**config.mk**
```make
export PLATFORM = sky130hd
export DESIGN_NAME = line_fill_unit_flat
export DESIGN_NICKNAME = d
export VERILOG_FILES = /design/src/rtl/line_fill_if.sv /design/src/rtl/line_fill_unit.sv /design/src/flat_wrapper.sv
export SDC_FILE = /design/constraint.sdc
export NUM_CORES = 1
export LEC_CHECK = 0
export CAP_MARGIN = 10
export CORE_MARGIN = 1
export CORE_UTILIZATION = 52
export DETAILED_ROUTE_END_ITERATION = 8
export PLACE_DENSITY = 0.77
export SLEW_MARGIN = 20
export SYNTH_ARGS = -nofsm -noshare
export SYNTH_HDL_FRONTEND = slang
export SYNTH_SLANG_ARGS = --single-unit
```
**constraint.sdc**
```tcl
create_clock -name clk -period 4.9 [get_ports clk]
set_clock_uncertainty 0.1 [all_clocks]
set_input_delay 0.735 -clock clk [delete_from_list [all_inputs] [get_ports clk]]
set_output_delay 0.735 -clock clk [all_outputs]
set_load 0.03 [all_outputs]
```
**src/rtl/line_fill_if.sv**
```systemverilog
// Bus bundle for the line fill unit.
//   req_*            : fill request handshake from the cache controller
//   mem_*            : single-outstanding word read channel to main memory
//   crit_word*       : early forward of the missed (critical) word
//   fill_*           : one-cycle cache write of the assembled line
//   busy             : unit is not idle
// The slave modport is the unit's view; the master modport is the environment's view.
interface line_fill_if #(
  parameter int unsigned ADDR_W  = 32,
  parameter int unsigned DATA_W  = 32,
  parameter int unsigned WORDS   = 8,
  parameter int unsigned TAG_W   = 20,
  parameter int unsigned INDEX_W = 7
);
  localparam int unsigned LINE_W = 1 + TAG_W + WORDS * DATA_W;

  logic                req_valid;
  logic                req_ready;
  logic [ADDR_W-1:0]   req_addr;
  logic [ADDR_W-1:0]   mem_addr;
  logic                mem_read_addr_valid;
  logic                mem_read_ready;
  logic                mem_read_valid;
  logic [DATA_W-1:0]   mem_read_data;
  logic                crit_word_valid;
  logic [DATA_W-1:0]   crit_word;
  logic                fill_valid;
  logic [INDEX_W-1:0]  fill_index;
  logic [LINE_W-1:0]   fill_line;
  logic                busy;

  modport slave (
    input  req_valid, req_addr, mem_read_ready, mem_read_valid, mem_read_data,
    output req_ready, mem_addr, mem_read_addr_valid, crit_word_valid, crit_word,
           fill_valid, fill_index, fill_line, busy
  );

  modport master (
    output req_valid, req_addr, mem_read_ready, mem_read_valid, mem_read_data,
    input  req_ready, mem_addr, mem_read_addr_valid, crit_word_valid, crit_word,
           fill_valid, fill_index, fill_line, busy
  );
endinterface

```
**src/rtl/line_fill_unit.sv**
```systemverilog
// Cacheline refill engine. Fetches the WORDS words of one line critical-word-first with
// wrap-around, one outstanding memory read at a time, forwards the critical word one cycle
// after it arrives and presents the assembled {valid, tag, data} line for one cycle.
// Ports:
//   clk  : system clock
//   rst  : synchronous active-low reset
//   bus  : line_fill_if.slave (request, memory read, critical word, fill write, busy)
module line_fill_unit #(
  parameter int unsigned ADDR_W  = 32,
  parameter int unsigned DATA_W  = 32,
  parameter int unsigned WORDS   = 8,
  parameter int unsigned TAG_W   = 20,
  parameter int unsigned INDEX_W = 7
) (
  input logic       clk,
  input logic       rst,
  line_fill_if.slave bus
);
  localparam int unsigned OFF_W  = $clog2(WORDS);
  localparam int unsigned BUF_W  = WORDS * DATA_W;
  localparam int unsigned LINE_W = 1 + TAG_W + BUF_W;

  typedef enum logic [1:0] {StIdle, StAddr, StData, StWrite} state_e;

  state_e             state_q, state_d;
  logic [TAG_W-1:0]   tag_q;
  logic [INDEX_W-1:0] index_q;
  logic [OFF_W-1:0]   crit_q;
  logic [OFF_W-1:0]   cnt_q;
  logic [BUF_W-1:0]   buf_q, buf_d;
  logic [ADDR_W-1:0]  mem_addr_q;
  logic [DATA_W-1:0]  crit_word_q;
  logic               crit_word_valid_q;
  logic [LINE_W-1:0]  fill_line_q;
  logic [INDEX_W-1:0] fill_index_q;

  logic [OFF_W-1:0]   slot;
  logic [OFF_W-1:0]   next_off;
  logic               beat;
  logic               last_beat;
  logic               unused_req_addr;

  // Offsets wrap naturally in OFF_W bits, giving the critical-word-first order.
  assign slot      = crit_q + cnt_q;
  assign next_off  = slot + 1'b1;
  assign beat      = (state_q == StData) && bus.mem_read_valid;
  assign last_beat = (cnt_q == OFF_W'(WORDS - 1));

  assign unused_req_addr = ^bus.req_addr[1:0];

  // State register
  always_ff @(posedge clk) begin
    if (!rst) begin
      state_q <= StIdle;
    end else begin
      state_q <= state_d;
    end
  end

  // Next-state logic
  always_comb begin
    state_d = state_q;
    unique case (state_q)
      StIdle:  if (bus.req_valid) state_d = StAddr;
      StAddr:  if (bus.mem_read_ready) state_d = StData;
      StData:  if (bus.mem_read_valid) state_d = last_beat ? StWrite : StAddr;
      StWrite: state_d = StIdle;
      default: state_d = StIdle;
    endcase
  end

  // Outputs decoded from state
  always_comb begin
    bus.req_ready           = 1'b0;
    bus.mem_read_addr_valid = 1'b0;
    bus.fill_valid          = 1'b0;
    bus.busy                = 1'b1;
    unique case (state_q)
      StIdle: begin
        bus.req_ready = 1'b1;
        bus.busy      = 1'b0;
      end
      StAddr:  bus.mem_read_addr_valid = 1'b1;
      StData:  ;
      StWrite: bus.fill_valid = 1'b1;
      default: ;
    endcase
  end

  // Line buffer with the arriving word merged in, so the last word can be
  // folded into the fill register in the same cycle it lands.
  always_comb begin
    buf_d = buf_q;
    if (beat) buf_d[slot * DATA_W +: DATA_W] = bus.mem_read_data;
  end

  // Datapath registers
  always_ff @(posedge clk) begin
    if (!rst) begin
      tag_q             <= '0;
      index_q           <= '0;
      crit_q            <= '0;
      cnt_q             <= '0;
      buf_q             <= '0;
      mem_addr_q        <= '0;
      crit_word_q       <= '0;
      crit_word_valid_q <= 1'b0;
      fill_line_q       <= '0;
      fill_index_q      <= '0;
    end else begin
      buf_q             <= buf_d;
      crit_word_valid_q <= 1'b0;
      unique case (state_q)
        StIdle: begin
          if (bus.req_valid) begin
            tag_q      <= bus.req_addr[ADDR_W-1 -: TAG_W];
            index_q    <= bus.req_addr[OFF_W+2 +: INDEX_W];
            crit_q     <= bus.req_addr[2 +: OFF_W];
            cnt_q      <= '0;
            // First address is the critical word itself.
            mem_addr_q <= {bus.req_addr[ADDR_W-1:2], 2'b00};
          end
        end
        StData: begin
          if (beat) begin
            if (cnt_q == '0) begin
              crit_word_q       <= bus.mem_read_data;
              crit_word_valid_q <= 1'b1;
            end
            if (last_beat) begin
              fill_line_q  <= {1'b1, tag_q, buf_d};
              fill_index_q <= index_q;
            end else begin
              cnt_q      <= cnt_q + 1'b1;
              mem_addr_q <= {tag_q, index_q, next_off, 2'b00};
            end
          end
        end
        default: ;
      endcase
    end
  end

  assign bus.mem_addr        = mem_addr_q;
  assign bus.crit_word       = crit_word_q;
  assign bus.crit_word_valid = crit_word_valid_q;
  assign bus.fill_line       = fill_line_q;
  assign bus.fill_index      = fill_index_q;
endmodule

```
**src/flat_wrapper.sv**
```systemverilog
// flat-port wrapper written by rule: the top's interface ports become plain ports
module line_fill_unit_flat 
#(
  parameter int unsigned ADDR_W  = 32,
  parameter int unsigned DATA_W  = 32,
  parameter int unsigned WORDS   = 8,
  parameter int unsigned TAG_W   = 20,
  parameter int unsigned INDEX_W = 7
)
  (clk, rst, bus_req_valid, bus_req_addr, bus_mem_read_ready, bus_mem_read_valid, bus_mem_read_data, bus_req_ready, bus_mem_addr, bus_mem_read_addr_valid, bus_crit_word_valid, bus_crit_word, bus_fill_valid, bus_fill_index, bus_fill_line, bus_busy);
  line_fill_if #(.ADDR_W(ADDR_W), .DATA_W(DATA_W), .WORDS(WORDS), .TAG_W(TAG_W), .INDEX_W(INDEX_W)) bus_i ();
  input logic clk;
  input logic rst;
  input wire logic [$bits(bus_i.req_valid)-1:0] bus_req_valid;
  input wire logic [$bits(bus_i.req_addr)-1:0] bus_req_addr;
  input wire logic [$bits(bus_i.mem_read_ready)-1:0] bus_mem_read_ready;
  input wire logic [$bits(bus_i.mem_read_valid)-1:0] bus_mem_read_valid;
  input wire logic [$bits(bus_i.mem_read_data)-1:0] bus_mem_read_data;
  output wire logic [$bits(bus_i.req_ready)-1:0] bus_req_ready;
  output wire logic [$bits(bus_i.mem_addr)-1:0] bus_mem_addr;
  output wire logic [$bits(bus_i.mem_read_addr_valid)-1:0] bus_mem_read_addr_valid;
  output wire logic [$bits(bus_i.crit_word_valid)-1:0] bus_crit_word_valid;
  output wire logic [$bits(bus_i.crit_word)-1:0] bus_crit_word;
  output wire logic [$bits(bus_i.fill_valid)-1:0] bus_fill_valid;
  output wire logic [$bits(bus_i.fill_index)-1:0] bus_fill_index;
  output wire logic [$bits(bus_i.fill_line)-1:0] bus_fill_line;
  output wire logic [$bits(bus_i.busy)-1:0] bus_busy;
  assign bus_i.req_valid = bus_req_valid;
  assign bus_i.req_addr = bus_req_addr;
  assign bus_i.mem_read_ready = bus_mem_read_ready;
  assign bus_i.mem_read_valid = bus_mem_read_valid;
  assign bus_i.mem_read_data = bus_mem_read_data;
  assign bus_req_ready = bus_i.req_ready;
  assign bus_mem_addr = bus_i.mem_addr;
  assign bus_mem_read_addr_valid = bus_i.mem_read_addr_valid;
  assign bus_crit_word_valid = bus_i.crit_word_valid;
  assign bus_crit_word = bus_i.crit_word;
  assign bus_fill_valid = bus_i.fill_valid;
  assign bus_fill_index = bus_i.fill_index;
  assign bus_fill_line = bus_i.fill_line;
  assign bus_busy = bus_i.busy;
  line_fill_unit #(.ADDR_W(ADDR_W), .DATA_W(DATA_W), .WORDS(WORDS), .TAG_W(TAG_W), .INDEX_W(INDEX_W)) u_core (.clk(clk), .rst(rst), .bus(bus_i));
endmodule
```
* Yosys cells after proc, flatten, opt, wreduce, memory -nomap -nowiden *
Cells that the tools add are included.

operators by class
  add/subtract/negate cells = 4
  $mul = 0
  div/mod/pow operators = 0
  $lt $le $gt $ge = 0
  eq/ne operators = 9
  shift operators = 2
  muxes and demuxes = 20
  bitwise operators = 0
  reductions and logical operators = 10

operators with widths
  cell                       number
  $bwmux 256                 1
  $mux 256                   1
  $shift 32x34->256 const A  1
  $shiftx 32x34->256         1
  $mux 32                    3
  $pmux 32 s2                1
  $neg 8->34                 1
  $reduce_and 3->1           4
  $mux 3                     3
  $mux 2                     4
  $ne 2x2->1 const B         4
  $pmux 2 s4                 1
  $add 3x1->3 const B        2
  $pmux 3 s2                 1
  $mux 1                     5
  $eq 2x2->1 const B         2
  $reduce_and 4->1           1
  $add 3x3->3                1
  $eq 3x3->1 const B         1
  $logic_not 3->1            1
  $eq 2x1->1 const B         1
  $logic_not 2->1            1
  $ne 2x1->1 const B         1
  $reduce_and 2->1           1
  2 further kinds            2

storage, ports and cells
  bits in registers = 640
  latch bits = 0
  memory bits (writable) = 0
  memory bits (read-only) = 0
  input bits = 69
  logic and storage cells = 56
  memories = 0

* Logic depth before layout (Yosys ltp) *
Gate-level depths: netlist (run 1).

  word-level depth = 5
  mapped depth = 12
  gate-level depth less buffers = 9

* Worst setup path after synthesis (run 1) *
OpenSTA, ideal clock, no wires.

  path kind = reg-to-reg
  start point = reg u_core.cnt_q[0]
  end point = reg u_core.fill_line_q[10] (netlist: u_core.bus.fill_line[10])
  library setup time = 0.132 ns
  data arrival time = 3.171 ns
  slack = 1.497 ns
  stages on the path, launching flop included = 12
  path buffers = 2
  period minus slack after synthesis = 3.403 ns
  path through = dfxtp_1 -> ha_1 -> inv_1 -> fa_1 -> ha_1 -> ha_1 -> or3b_1 -> or4b_1 -> buf_2 -> buf_6 -> mux2i_1 -> a21oi_1

on the way
  cells in the longest elaborated chain, start to end = 5
  elaborated cells on any way between the ends = 8
  classes of those cells = add/sub (2); eq/ne (1); shift (2); mux (2); reduce/logical (1)

ends and longest elaborated chain
  item                                                     line                   RTL
  from (decl)                                              line_fill_unit.sv:29   logic [OFF_W-1:0] cnt_q;
  from (signal assigned)                                   line_fill_unit.sv:134  cnt_q <= cnt_q + 1'b1;
  $add 3x3->3                                              line_fill_unit.sv:44   assign slot = crit_q + cnt_q;
  $neg 8->34                                               line_fill_unit.sv:94   if (beat) buf_d[slot * DATA_W +: DATA_W] = bus.mem_read_data;
  $shiftx 32x34->256 or $shift 32x34->256 (tied branches)  line_fill_unit.sv:94
  $bwmux 256                                               line_fill_unit.sv:94
  $mux 256                                                 line_fill_unit.sv:94
  to (signal assigned)                                     line_fill_unit.sv:131  fill_line_q <= {1'b1, tag_q, buf_d};
  to (decl)                                                line_fill_unit.sv:34   logic [LINE_W-1:0] fill_line_q;

Several ways; a longest one is shown, not always the timed one.
A chain may end at the register's enable or synchronous reset.

* Worst setup path in the final report (run 1) *
  start point = reg u_core.cnt_q[0]
  end point = reg u_core.fill_line_q[13] (netlist: u_core.bus.fill_line[13])

The elaborated chain is that of the path after synthesis.

==> results of run 1 <==
[cell usage in the layout (no fill, tap or decap), types with 5 or more instances in the layout]
cell type | synthesis | layout
a21boi_0 | 5 | 5
a21oi_1 | 343 | 342
a311oi_1 | 28 | 28
and2_1 | 63 | 62
buf_12 | 0 | 5
buf_4 | 2 | 27
bufinv_16 | 0 | 16
clkbuf_1 | 161 | 14
clkbuf_16 | 0 | 60
clkbuf_8 | 0 | 5
clkdlybuf4s50_1 | 0 | 416
clkinv_2 | 0 | 11
dfxtp_1 | 638 | 638
ha_1 | 8 | 8
inv_1 | 8 | 7
mux2i_1 | 256 | 256
nand2_1 | 240 | 239
nand2b_1 | 5 | 5
nor2_1 | 286 | 286
nor2b_1 | 37 | 36
o21ai_0 | 258 | 258
[cell type report]
type	count	area, um2	share of cell area, %
multi-input combinational	1560	8970	30.7
tap	577	722	2.47
clock buffer	79	1620	5.55
clock inverter	33	607	2.08
sequential	638	12800	43.7
timing repair buffer	450	4510	15.4
inverter	8	37.5	0.128
[sequential cells by signal, indices dropped and copies added, names as in the netlist]
name / cells
u_core.bus.fill_line: 277
u_core.buf_q: 256
u_core.bus.crit_word: 32
u_core.bus.mem_addr: 30
u_core.tag_q: 20
u_core.bus.fill_index: 7
u_core.index_q: 7
u_core.cnt_q: 3
u_core.crit_q: 3
u_core.state_q: 2
u_core.bus.crit_word_valid: 1
[per-layer routing]
layer / routed length (um) / part of all wire [%] / up-vias
met5: 0 / 0 / -
met4: 2440 / 3.6 / 0
met3: 5020 / 7.4 / 123
met2: 32600 / 48 / 651
met1: 28300 / 41 / 8784
li1: - / - / 8766
[how the worst min path moves through the flow]
stage,startpoint,to,slack [ns],cells past startpoint
global route,u_core.bus.crit_word[15],u_core.bus.crit_word[15],0.37,2
finish,u_core.bus.crit_word[0],u_core.bus.crit_word[0],0.35,2
global placement,u_core.bus.crit_word[4],u_core.bus.crit_word[4],0.34,2
CTS,u_core.bus.fill_line[265],u_core.bus.fill_line[265],0.35,2
detailed placement,u_core.bus.crit_word[27],u_core.bus.crit_word[27],0.35,2
floorplan,u_core.crit_q[1],u_core.crit_q[1],0.34,2
[worst register-to-register path, stage by stage (launching register included)]
cell     delay [ns]
dfxtp_1        0.40
ha_1           0.18
inv_1          0.05
fa_1           0.71
ha_1           0.27
ha_1           0.37
or3b_1         0.38
or4b_2         0.64
buf_4          0.33
mux2i_1        0.32
a21oi_1        0.11
[cell families after synthesis]
kind of cell | after synthesis
other cells | 1
flops | 638
fa+ha+maj | 9
mux | 256
xor+xnor | 2
compound gates | 645
buf+inv | 206
simple gates | 646
[power groups by stage]
stage | combinational, mW | clock, mW | sequential [mW]
after floorplan | 0.297 | 0 | 5.43
after global placement | 0.634 | 0 | 5.38
after detailed placement | 0.642 | 0 | 5.39
after CTS | 0.647 | 5.26 | 5.27
after global routing | 0.688 | 5.48 | 5.27
final | 0.651 | 5.21 | 5.27
==> flow_summary.ini, run 1 <==
[power_and_ir_drop]
pwr-share-seq_pct = 47.3
clock_power_share_pct = 46.8
switchingPower_mw = 2.51
power_mw = 11.1
p_int_mw = 8.63
power_per_cell_area_nw_per_um2 = 381
power_leakage_nw = 10.9
switching_share_pct = 22.5
ir_drop_v = 0.000309
combPwrFrac_pct = 5.8

[worst_setup_path]
crit_cells = 10
crit_fanout = 32
cp-end-kind = register
endpoint = u_core.bus.fill_line[13]
cpMostUsedCell = ha_1
criticalPathCategory = reg2reg
path_cells = ha_1 -> inv_1 -> fa_1 -> ha_1 -> ha_1 -> or3b_1 -> or4b_2 -> buf_4 -> mux2i_1 -> a21oi_1
startpoint_type = register
rrSetupSlack_ns = 0.90
required_ns = 5.29
crit_start = u_core.cnt_q[0]
critPathMaxStageDelay_ns = 0.71
cp_slowest_cell = fa_1
crit_arrival_ns = 4.38
reg2regPathDepth = 10
timing.rr.start = u_core.cnt_q[0]
critPathBufInv = 2
path_delay_family = adder cells
r2r_end = u_core.bus.fill_line[13]

[route]
ant_nets = 0
viasPerCell = 5.48
wl_per_cell_um = 20.4
drc = 0
first_iter_violations = 1521
vias = 18300
firstDrtPassIters = 5
drt_wl_total_um = 68300

[cts]
cts.path.max_buffers = 3
cts_setup_buffers = 0
post_cts_resized = 0
hold_buffers = 0
cts_tree = built
insertion_delay_ns = 0.62
htree_levels = 2
ctsRootBufferMaster = clkbuf_16
cts_buffers = 60
cts_sinks = 638
clk_transition_reported_paths_ns = 0.06

[finish]
stdcell_area_um2 = 29200
n_antenna_cell = 0
nets = 2796
instances_no_fill = 3345
areaGrowthSynthToFinish_pct = 29.5
finish.utilization_pct = 68.9
fillers = 3253
drive_gt1_share_pct = 5.46

[synthesis]
ys_seq_area_share_pct = 56.6
synth-simple-area-share_pct = 12.2
async_reset_ff_share_pct = 0
synth.top_cell.area_share_pct = 56.6
synth_compound_area_share_pct = 15.2
synth-adder-area-share_pct = 0.532
yosys_warnings = 0
synth.distinct_cells = 40
synth_most_common_cell = dfxtp_1
syn_inst = 2403
synth_top_family_by_area = compound AO/OA/AOI/OAI gates
synth_area_um2 = 22600
synth_area_leaders = dfxtp_1 (57%), mux2i_1 (11%), a21oi_1 (7.6%), o21ai_0 (5.7%), nor2_1 (4.8%)
ys_dominant_reg_cell = dfxtp_1
avgSynthCellArea_um2 = 9.40
synth_edf_count = 0
synth_common_cells = dfxtp_1 (638), a21oi_1 (343), nor2_1 (286), o21ai_0 (258), mux2i_1 (256)
yosys.area.top_type = dfxtp_1
synth_xor_area_share_pct = 0.150
ys_seq_elements = 638
synth_mux_area_share_pct = 11.3

[placement]
dp.final_hpwl_um = 45000
port_buffers = 417
placed_cells = 3232
placed_area_um2 = 27000
place_ws_ns = 0.950
gp_congestion = 0.838

[outcome]
outcome = finished clean

[floorplan]
fp.dieH_um = 210
core_area_um2 = 42400
die_area_um2 = 44300
ios = 422
die_width_um = 210
fp-row-count = 75
start_util_pct = 53.2

[sta]
tightest_slew_ns = 1.06
hold_slack_ns = 0.351
timing.final.ws_setup_ns = 0.904
post-route-period-util_pct = 81.6
setup_tns_ns = 0
hold_viol = 0
rsz0062_at_grt = no
fin_crit_ns = 4.00
setup-violations-final = 0
slew_headroom_pct = 29.5
slew_viol_final = 0
max_freq_ghz = 0.250

[job]
max-cap-violations = 0

[grt]
grt_first_pass_wirelength_um = 102000
grt_pass1_vias = 17600
grt_usage_pct = 29.8
grt_antenna_before_repair = 1
grt.busiest_layer = met2
met1_usage_pct = 37.0
grt.overflow.total = 0
grtUsageMet3_pct = 7.06
grt_max_degree = 178
met2_usage_pct = 49.6

[hold_path]
min_path_type = reg2reg
Note: power is estimated with default switching activity, not from simulation.
==> inputs of run 2 (changes only) <==
- clock period: 4.9 -> 3.9 ns (I/O delays scaled with it)
==> run 2 against run 1 <==
Non-clock buffer count is 24 higher. Cell area shrank 0.11%. Worst hold slack lost 0.11 ns. Sequential share of layout area hardly changed. Routed wire length shrank 1.4%. Combinational power rose by 30%. Power rose by 18%. Register-to-register slack worse by 0.74 ns. Sequential power up 26%. Global-route usage down 0.34 points. Via count grew 0.17%.
==> flow_summary.ini, run 2 (same netlist as run 1, synthesis figures left out) <==
[outcome]
outcome = finished clean

[sta]
hold_viol = 0
setup_tns_ns = 0
slew_viol_final = 0
timing.final.ws_setup_ns = 0.159
fin_crit_ns = 3.74
rsz0062_at_grt = no
setup-violations-final = 0
slew_headroom_pct = 28.4
post-route-period-util_pct = 95.9
max_freq_ghz = 0.267
tightest_slew_ns = 1.07
hold_slack_ns = 0.243

[route]
wl_per_cell_um = 20.0
drt_wl_total_um = 67300
vias = 18400
first_iter_violations = 1569
viasPerCell = 5.46
firstDrtPassIters = 6
ant_nets = 0
drc = 0

[floorplan]
die_area_um2 = 44300
start_util_pct = 53.2
fp.dieH_um = 210
ios = 422
die_width_um = 210
core_area_um2 = 42400
fp-row-count = 75

[finish]
areaGrowthSynthToFinish_pct = 29.4
nets = 2820
n_antenna_cell = 0
drive_gt1_share_pct = 5.85
layout_commonest_cell = dfxtp_1
instances_no_fill = 3364
largest_reg_flops = 277
layout_common_cells = dfxtp_1 (638), clkdlybuf4s50_1 (416), a21oi_1 (342)
stdcell_area_um2 = 29200
finish.utilization_pct = 68.9

[placement]
gp_congestion = 0.829
port_buffers = 417
placed_cells = 3257
dp.final_hpwl_um = 45000
place_ws_ns = 0.230
placed_area_um2 = 27300

[grt]
grt_pass1_vias = 17600
grt_max_degree = 146
grt_first_pass_wirelength_um = 101000
grt.overflow.total = 0
grt_antenna_before_repair = 2
grt_usage_pct = 29.4

[job]
max-cap-violations = 0

[cts]
post_cts_resized = 0
htree_levels = 2
cts_setup_buffers = 0
insertion_delay_ns = 0.61
clk_transition_reported_paths_ns = 0.07
cts_buffers = 60
cts_sinks = 638
ctsRootBufferMaster = clkbuf_16
cts.path.max_buffers = 3
hold_buffers = 0
cts_tree = built

[worst_setup_path]
cpMostUsedCell = ha_1
criticalPathCategory = reg2reg
path_cells = ha_1 -> inv_1 -> fa_1 -> ha_1 -> ha_1 -> or3b_1 -> or4b_2 -> buf_4 -> mux2i_1 -> a21oi_1
crit_arrival_ns = 4.13
cp-end-kind = register
startpoint_type = register
crit_fanout = 32
required_ns = 4.29
cp_slowest_cell = or4b_2
critPathMaxStageDelay_ns = 0.61

[power_and_ir_drop]
power_per_cell_area_nw_per_um2 = 451
power_leakage_nw = 10.9
ir_drop_v = 0.000388
power_mw = 13.2

[hold_path]
min_path_type = in2reg
run 2: area by class of cell:
class	instances	area, um2
Multi-Input combinational cell	1560	8960
Clock buffer	91	1750
Inverter	8	37.5
Fill cell	3247	13200
Timing Repair Buffer	474	4790
Clock inverter	16	170
Tap cell	577	722
Sequential cell	638	12800
run 2: per-layer routing:
layer / track usage [%] / part of all wire (%)
met4: 11.7 / 3.6
met1: 37.2 / 42
met5: 0 / 0
met2: 48.6 / 47
met3: 6.78 / 7.9
run 2: final timing paths:
check / cells after the start / start / to / slack [ns]
max: 10 / u_core.cnt_q[0] / u_core.bus.fill_line[7] / 0.16
min: 3 / rst / u_core.bus.fill_line[213] / 0.24
max reg2reg: 10 / u_core.cnt_q[0] / u_core.bus.fill_line[7] / 0.16
min reg2reg: 2 / u_core.bus.crit_word[5] / u_core.bus.crit_word[5] / 0.35
run 2: worst max-delay path, delay by kind of cell (launching register included):
kind / cells / cell delay, ns
adders and majority gates: 4 / 1.29
DFF: 1 / 0.42
muxes: 1 / 0.29
buffers and inverters: 2 / 0.37
AOI/OAI and AO/OA: 1 / 0.11
and+or+nand+nor: 2 / 0.99
run 2: where the power goes:
group,total [mW],switching [mW],internal (mW)
Clock,5.71,2.44,3.28
Sequential,6.62,0.0432,6.58
Combinational,0.849,0.562,0.288
Total,13.2,3.04,10.1
